===== config.mk =====
export PLATFORM = sky130hd
export DESIGN_NAME = multicycle_main_control
export DESIGN_NICKNAME = d
export VERILOG_FILES = /design/src/rtl/multicycle_main_control.sv
export SDC_FILE = /design/constraint.sdc
export NUM_CORES = 1
export LEC_CHECK = 0
export ABC_AREA = 1
export CORE_MARGIN = 3
export CORE_UTILIZATION = 49
export DETAILED_ROUTE_END_ITERATION = 7
export GPL_ROUTABILITY_DRIVEN = 0
export PLACE_DENSITY = 0.83
export RECOVER_POWER = 100
export SLEW_MARGIN = 20
export SYNTH_ARGS = -nofsm -noshare
export SYNTH_HDL_FRONTEND = slang
export SYNTH_SLANG_ARGS = --single-unit
export TNS_END_PERCENT = 20

===== constraint.sdc =====
create_clock -name clk -period 2.12 [get_ports clk]
set_input_delay 0.424 -clock clk [delete_from_list [all_inputs] [get_ports clk]]
set_output_delay 0.424 -clock clk [all_outputs]
set_load 0.02 [all_outputs]

===== src/rtl/multicycle_main_control.sv =====
// Multi-cycle main control: Moore FSM sequencing FETCH/DECODE/EXEC/MEM/WB with a mem_ready handshake.
// Optional feature macro: ILLEGAL_OP_TRAP_EN (unsupported opcodes park the FSM in TRAP until reset).
module multicycle_main_control #(
    parameter int OPCODE_W = 6,
    parameter int ALUOP_W  = 2,
    parameter int STATE_W  = 4
) (
    input  logic                clk,
    input  logic                reset_n,
    input  logic [OPCODE_W-1:0] opcode,
    input  logic                mem_ready,
    output logic                pc_write,
    output logic                pc_write_cond,
    output logic [1:0]          pc_source,
    output logic                i_or_d,
    output logic                mem_read,
    output logic                mem_write,
    output logic                ir_write,
    output logic                reg_dst,
    output logic                mem_to_reg,
    output logic                reg_write,
    output logic                alu_src_a,
    output logic [1:0]          alu_src_b,
    output logic [ALUOP_W-1:0]  alu_op,
    output logic                illegal_op,
    output logic [STATE_W-1:0]  state_o
);

    typedef enum logic [STATE_W-1:0] {
        ST_IDLE     = STATE_W'(0),
        ST_FETCH    = STATE_W'(1),
        ST_DECODE   = STATE_W'(2),
        ST_MEM_ADDR = STATE_W'(3),
        ST_MEM_RD   = STATE_W'(4),
        ST_WB_LW    = STATE_W'(5),
        ST_MEM_WR   = STATE_W'(6),
        ST_EXEC_R   = STATE_W'(7),
        ST_WB_R     = STATE_W'(8),
        ST_EXEC_I   = STATE_W'(9),
        ST_WB_I     = STATE_W'(10),
        ST_BRANCH   = STATE_W'(11),
`ifdef ILLEGAL_OP_TRAP_EN
        ST_JUMP     = STATE_W'(12),
        ST_TRAP     = STATE_W'(13)
`else
        ST_JUMP     = STATE_W'(12)
`endif
    } state_t;

    typedef struct packed {
        logic               pc_write;
        logic               pc_write_cond;
        logic [1:0]         pc_source;
        logic               i_or_d;
        logic               mem_read;
        logic               mem_write;
        logic               ir_write;
        logic               reg_dst;
        logic               mem_to_reg;
        logic               reg_write;
        logic               alu_src_a;
        logic [1:0]         alu_src_b;
        logic [ALUOP_W-1:0] alu_op;
    } ctrl_t;

    localparam logic [OPCODE_W-1:0] OP_R    = OPCODE_W'(0);
    localparam logic [OPCODE_W-1:0] OP_J    = OPCODE_W'(2);
    localparam logic [OPCODE_W-1:0] OP_BEQ  = OPCODE_W'(4);
    localparam logic [OPCODE_W-1:0] OP_ADDI = OPCODE_W'(8);
    localparam logic [OPCODE_W-1:0] OP_LW   = OPCODE_W'(35);
    localparam logic [OPCODE_W-1:0] OP_SW   = OPCODE_W'(43);

    state_t state;
    state_t next_state;
    ctrl_t  ctrl;

    // Control word for a state; outputs are registered from the next state so they stay Moore.
    function automatic ctrl_t decode_ctrl(input state_t s);
        ctrl_t c;
        c = '0;
        case (s)
            ST_FETCH: begin
                c.mem_read  = 1'b1;
                c.ir_write  = 1'b1;
                c.alu_src_b = 2'b01;
                c.pc_write  = 1'b1;
            end
            ST_DECODE:   c.alu_src_b = 2'b11;
            ST_MEM_ADDR: begin
                c.alu_src_a = 1'b1;
                c.alu_src_b = 2'b10;
            end
            ST_MEM_RD: begin
                c.mem_read = 1'b1;
                c.i_or_d   = 1'b1;
            end
            ST_WB_LW: begin
                c.mem_to_reg = 1'b1;
                c.reg_write  = 1'b1;
            end
            ST_MEM_WR: begin
                c.mem_write = 1'b1;
                c.i_or_d    = 1'b1;
            end
            ST_EXEC_R: begin
                c.alu_src_a = 1'b1;
                c.alu_op    = ALUOP_W'(2'b10);
            end
            ST_WB_R: begin
                c.reg_dst   = 1'b1;
                c.reg_write = 1'b1;
            end
            ST_EXEC_I: begin
                c.alu_src_a = 1'b1;
                c.alu_src_b = 2'b10;
            end
            ST_WB_I:     c.reg_write = 1'b1;
            ST_BRANCH: begin
                c.alu_src_a     = 1'b1;
                c.alu_op        = ALUOP_W'(2'b01);
                c.pc_write_cond = 1'b1;
                c.pc_source     = 2'b01;
            end
            ST_JUMP: begin
                c.pc_write  = 1'b1;
                c.pc_source = 2'b10;
            end
            default:     c = '0;
        endcase
        return c;
    endfunction

    always_comb begin
        next_state = ST_FETCH;
        case (state)
            ST_IDLE:     next_state = ST_FETCH;
            ST_FETCH:    next_state = mem_ready ? ST_DECODE : ST_FETCH;
            ST_DECODE: begin
                if (opcode == OP_R)                          next_state = ST_EXEC_R;
                else if (opcode == OP_LW || opcode == OP_SW) next_state = ST_MEM_ADDR;
                else if (opcode == OP_BEQ)                   next_state = ST_BRANCH;
                else if (opcode == OP_ADDI)                  next_state = ST_EXEC_I;
                else if (opcode == OP_J)                     next_state = ST_JUMP;
`ifdef ILLEGAL_OP_TRAP_EN
                else                                         next_state = ST_TRAP;
`else
                else                                         next_state = ST_FETCH;
`endif
            end
            ST_MEM_ADDR: begin
                if (opcode == OP_SW)      next_state = ST_MEM_WR;
                else if (opcode == OP_LW) next_state = ST_MEM_RD;
                else                      next_state = ST_FETCH;
            end
            ST_MEM_RD:   next_state = mem_ready ? ST_WB_LW : ST_MEM_RD;
            ST_MEM_WR:   next_state = mem_ready ? ST_FETCH : ST_MEM_WR;
            ST_EXEC_R:   next_state = ST_WB_R;
            ST_EXEC_I:   next_state = ST_WB_I;
`ifdef ILLEGAL_OP_TRAP_EN
            ST_TRAP:     next_state = ST_TRAP;
`endif
            default:     next_state = ST_FETCH;
        endcase
    end

    always_ff @(posedge clk or negedge reset_n) begin
        if (!reset_n) begin
            state <= ST_IDLE;
            ctrl  <= '0;
        end else begin
            state <= next_state;
            ctrl  <= decode_ctrl(next_state);
        end
    end

`ifdef ILLEGAL_OP_TRAP_EN
    logic illegal_q;
    always_ff @(posedge clk or negedge reset_n) begin
        if (!reset_n) illegal_q <= 1'b0;
        else          illegal_q <= (next_state == ST_TRAP);
    end
    assign illegal_op = illegal_q;
`else
    assign illegal_op = 1'b0;
`endif

    assign pc_write      = ctrl.pc_write;
    assign pc_write_cond = ctrl.pc_write_cond;
    assign pc_source     = ctrl.pc_source;
    assign i_or_d        = ctrl.i_or_d;
    assign mem_read      = ctrl.mem_read;
    assign mem_write     = ctrl.mem_write;
    assign ir_write      = ctrl.ir_write;
    assign reg_dst       = ctrl.reg_dst;
    assign mem_to_reg    = ctrl.mem_to_reg;
    assign reg_write     = ctrl.reg_write;
    assign alu_src_a     = ctrl.alu_src_a;
    assign alu_src_b     = ctrl.alu_src_b;
    assign alu_op        = ctrl.alu_op;
    assign state_o       = state;

endmodule

# --- Word-level counts from Yosys, hierarchy flattened ---
# Index checks and enable logic that the tools add are counted.
totals:
  word_cells: 70
  input_bits: 9
  reg_bits: 20
op_classes:
  reduce_logical: 8
  muxes: 24
  n_eq_ne: 24
ops:
  columns: ["op", "n"]
  rows:
  - ["== test 4 x 3 -> 1 bit, second input constant", 7]
  - ["one-hot mux 4 bit (7 select lines)", 1]
  - ["== test 4 bit, second input constant", 6]
  - ["2-to-1 mux 4 bit", 5]
  - ["== test 4 x 2 -> 1 bit, second input constant", 4]
  - ["== test 6 bit, second input constant", 2]
  - ["2-to-1 mux 1 bit", 11]
  - ["2-to-1 mux 3 bit", 3]
  - ["== test 4 x 1 -> 1 bit, second input constant", 2]
  - ["one-hot mux 2 bit (2 select lines)", 2]
  - ["OR reduction 2 bit", 4]
  - ["== test 6 x 2 -> 1 bit, second input constant", 1]
  - ["== test 6 x 3 -> 1 bit, second input constant", 1]
  - ["== test 6 x 4 -> 1 bit, second input constant", 1]
  - ["logical NOT 6 bit", 1]
  - ["one-hot mux 2 bit (3 select lines)", 1]
  - ["OR reduction 4 bit", 1]
  - ["OR reduction 3 bit", 1]
  - ["2-to-1 mux 2 bit", 1]
  - ["logical OR 1 bit", 1]

# --- Logic depth before layout (Yosys ltp) ---
logic_depth:
  word_depth: 10
  ltp_mapped: 10

# --- Worst setup path after synthesis ---
# Ideal clock, no wire load.
synth_timing:
  path_kind: "reg2reg"
  start: "reg state[2], in the netlist state_o[2]"
  end: "reg ctrl, in the netlist mem_read"
  setup_ns: 0.117
  period_less_slack_ns: 1.406
  required_ns: 2.003
  t_arrival_ns: 1.289
  stages_incl_launch_ff: 9
  slack_ns: 0.714
  path_cell_list: "dfrtp_1 nor2_2 nand3_1 nor2_1 nand2_1 nand3_2 nor2_4 nand3_2 nand2_1"
synth_between:
  elab_chain_cells: 5
  word_cells_on_any_way: 12
synth_lines:
  columns: ["element", "line_no", "rtl"]
  rows:
  - ["start, declared", "73", "state_t state;"]
  - ["start signal, assigned", "171", "state <= next_state;"]
  - ["== test 4 bit (tied with other cells)", "135", "case (state)"]
  - ["one-hot mux 4 bit (7 select lines) (*)", "135", null]
  - ["== test 4 x 1 -> 1 bit or == test 4 x 3 -> 1 bit (tied branches)", "81", "case (s)"]
  - ["OR reduction 2 bit (no line) (*)", null, null]
  - ["2-to-1 mux 1 bit (*)", "81", null]
  - ["end signal, assigned", "172", "ctrl <= decode_ctrl(next_state);"]
  - ["end, declared", "75", "ctrl_t ctrl;"]
# Mark *: on every way between the ends. The rest lies on a longest branch, timed or not.

# --- Worst setup path in the final report ---
layout_timing:
  start: "reg state[1], in the netlist state_o[1]"
  end: "out state_o[1]"
layout_rtl:
  columns: ["element", "line_no", "rtl"]
  rows:
  - ["end, declared", "26", "output logic [STATE_W-1:0] state_o"]
# No word-level cell between the ends.

==> flow_summary.json <==
{
  "path_clk_slew_ps": 100,
  "initial_antenna_violation_count": 0,
  "seq_area_frac_synth_pct": 45.5,
  "final_nets": 166,
  "dpl_ws_ps": 174,
  "top_level_ports": 30,
  "clk_latency_ps": 290,
  "h-tree-depth": 1,
  "cp-end-kind": "output port",
  "topRoutingLayerUsed": "met3",
  "post-route-period-util_pct": 92.6,
  "drt-initial-drc-count": 22,
  "worst_slew_pin_slew_ps": 904,
  "timing.critical_path.from_type": "flip-flop",
  "tritoncts": "built",
  "fin_tns_setup_ps": 0,
  "route.detailed.drc": 0,
  "critical_path_class": "flip-flop to output port",
  "syn_to_final_growth_pct": 27.4,
  "dieArea_um2": 2600,
  "design_power_total_mw": 1.03,
  "clock-root-buffer": "sky130_fd_sc_hd__clkbuf_4",
  "timing.clock.skew_ps": 3.35,
  "number_of_buffers_created_by_cts": 3,
  "drt-pass1-iter-count": 4,
  "dieHeight_um": 51.0,
  "critical_path_buf_inv_count": 1,
  "final_core_util_pct": 69.3,
  "fmax_mhz": 510,
  "grt_setup_unrepaired": "no",
  "cp_slowest_stage_delay_ps": 730,
  "half_perimeter_wire_length_after_placement_mm": 1.74,
  "cellLeakagePower_nw": 0.738,
  "via_count_of_the_first_global_routing_pass": 795,
  "vias_per_cell": 4.96,
  "holdCritPathClass": "flip-flop to flip-flop",
  "postSynthAreaPerCell_um2": 7.86,
  "drtAntennaViolNets": 0,
  "met2RoutedLength_mm": 1.13,
  "max-vdd-ir-drop_mv": 0.613,
  "cp_data_arrival_time_ps": 1540,
  "cts_hold_fix_bufs": 0,
  "floorplan.die.width_um": 51.0,
  "synth.net_count": 135,
  "grt_first_pass_wirelength_mm": 3.45,
  "status": "complete, no violations",
  "max_slew_margin_pct": 39.7,
  "fillerInstances": 165,
  "timing.critical_path.cells": "dlygate4sd3_1",
  "met3RoutedLength_um": 110,
  "synth.ff_latch_count": 18,
  "drt-met1-wl_um": 818,
  "critPathRequiredTime_ps": 1700,
  "final_critical_path_setup_slack_ps": 158,
  "design.core.area_um2": 1820,
  "syn_area_um2": 991,
  "power_density_nw_per_um2": 814,
  "maximum_number_of_pins_on_one_net_before_global_route_repair": 19,
  "via_count": 897,
  "critPathTopFamily": "buffers and inverters",
  "average_detailed_routed_wire_length_per_instance_um": 11.4,
  "postRouteWirelength_mm": 2.06,
  "maxSlewViolCount": 0,
  "grt.total_usage_pct": 17.1,
  "postCtsSetupBuffers": 0,
  "cts.path.max_buffers": 2,
  "largest_register_ff_count": 4,
  "final_layout_size_suffix_gt1_share_pct": 11.5,
  "numClockSinks": 18,
  "rows": 15,
  "antenna-diode-count": 0,
  "grt.overflow.total": 0,
  "final-hold-violation-count": 0,
  "finalWorstPathRequiredPeriod_ps": 1960,
  "synth-warning-count": 0,
  "drv_cap": 0,
  "synth.lib_cells_used.distinct": 18,
  "slowest_stage": "sky130_fd_sc_hd__dlygate4sd3_1",
  "cell_count_after_synthesis": 126,
  "placement.io_buffers": 28,
  "worstPathMaxFanout": 7,
  "cts_resized": 0,
  "initial_core_utilization_pct": 54.4,
  "setup_viol": 0
}
==> cell usage in the layout, fill, tap and decap left out, drive strengths merged, types with 2 or more instances in the layout <==
cell | Yosys | routed
nand3 | 16 | 16
nand2 | 34 | 34
inv | 23 | 22
nand4 | 2 | 2
clkbuf | 0 | 5
dfrtp | 18 | 18
clkdlybuf4s50 | 0 | 7
nor2 | 24 | 24
o21ai | 2 | 2
dlygate4sd3 | 0 | 21
==> logic make-up after synthesis <==
family / after synthesis / synth area share (%)
compound gates: 4 / 2.27
simple gates: 77 / 40.9
flops: 18 / 45.5
other cells: 1 / 0.378
buf+inv: 26 / 11.0
==> worst register-to-register path: stages, from the launching register on <==
cell	delay, ps
sky130_fd_sc_hd__dfrtp_1	520
sky130_fd_sc_hd__inv_2	60
sky130_fd_sc_hd__nand2_1	60
sky130_fd_sc_hd__nor2_1	60
sky130_fd_sc_hd__nor2_1	300
sky130_fd_sc_hd__nand2_1	220
sky130_fd_sc_hd__nor2_1	240
sky130_fd_sc_hd__nand3_2	120
sky130_fd_sc_hd__nand2_1	100
==> cells in the mapped netlist <==
cell,count,share of area (%)
sky130_fd_sc_hd__a21boi_0,1,0.76
sky130_fd_sc_hd__a21oi_1,1,0.50
sky130_fd_sc_hd__nand4_4,1,2.1
sky130_fd_sc_hd__conb_1,1,0.38
sky130_fd_sc_hd__inv_1,16,6.1
sky130_fd_sc_hd__dfrtp_1,18,45
sky130_fd_sc_hd__buf_4,3,2.3
sky130_fd_sc_hd__nor2_1,16,6.1
sky130_fd_sc_hd__nor2_4,5,5.7
sky130_fd_sc_hd__o21ai_0,2,1.0
sky130_fd_sc_hd__nor2_2,3,1.9
sky130_fd_sc_hd__nand2_2,6,3.8
sky130_fd_sc_hd__nand3_1,13,6.6
sky130_fd_sc_hd__inv_2,7,2.7
sky130_fd_sc_hd__nand3_2,3,3.0
sky130_fd_sc_hd__nor3_1,1,0.50
sky130_fd_sc_hd__nand4_1,1,0.63
sky130_fd_sc_hd__nand2_1,28,11
==> report_power, final <==
group | internal [mW] | switching (mW) | total (mW)
Clock | 0.105 | 0.0990 | 0.204
Sequential | 0.395 | 0.0355 | 0.431
Combinational | 0.148 | 0.244 | 0.393
Total | 0.648 | 0.379 | 1.03
==> routing by layer <==
layer | track usage [%] | vias to the layer above
li1 | - | 444
met3 | 3.79 | 0
met1 | 19.3 | 422
met5 | 0 | -
met2 | 33.3 | 31
met4 | 1.35 | 0
==> metrics by stage <==
| stage | cells | hold WS [ps] | instance area, um2 |
|---|---|---|---|
| after detailed placement | 177 | 667 | 1290 |
| after floorplan | 126 | 128 | 991 |
| after global placement | 177 | 659 | 1290 |
| after CTS | 181 | 451 | 1320 |
| after global routing | 181 | 683 | 1260 |
| final | 181 | 651 | 1260 |
==> worst paths after layout <==
path | startpoint | to | slack [ps] | cells past startpoint
max | state_o[1]$_DFF_PN0_ | state_o[1] | 160 | 1
min | state_o[0]$_DFF_PN0_ | reg_dst$_DFF_PN0_ | 650 | 2
max reg2reg | state_o[1]$_DFF_PN0_ | mem_read$_DFF_PN0_ | 390 | 8
min reg2reg | state_o[0]$_DFF_PN0_ | reg_dst$_DFF_PN0_ | 650 | 2
max in group asynchronous | reset_n | state_o[0]$_DFF_PN0_ | 800 | 2
min in group asynchronous | reset_n | state_o[1]$_DFF_PN0_ | 770 | 2
==> layout make-up <==
type	instances	area (um2)	share of cell area (%)
well taps	25	31.3	2.48
clock buffers	4	36.3	2.87
repair buffers	29	284	22.5
multi-input cells	82	374	29.6
flip-flops and latches	18	450	35.7
inverters	23	86.3	6.84
No activity file was read; power rests on OpenSTA's default activity.
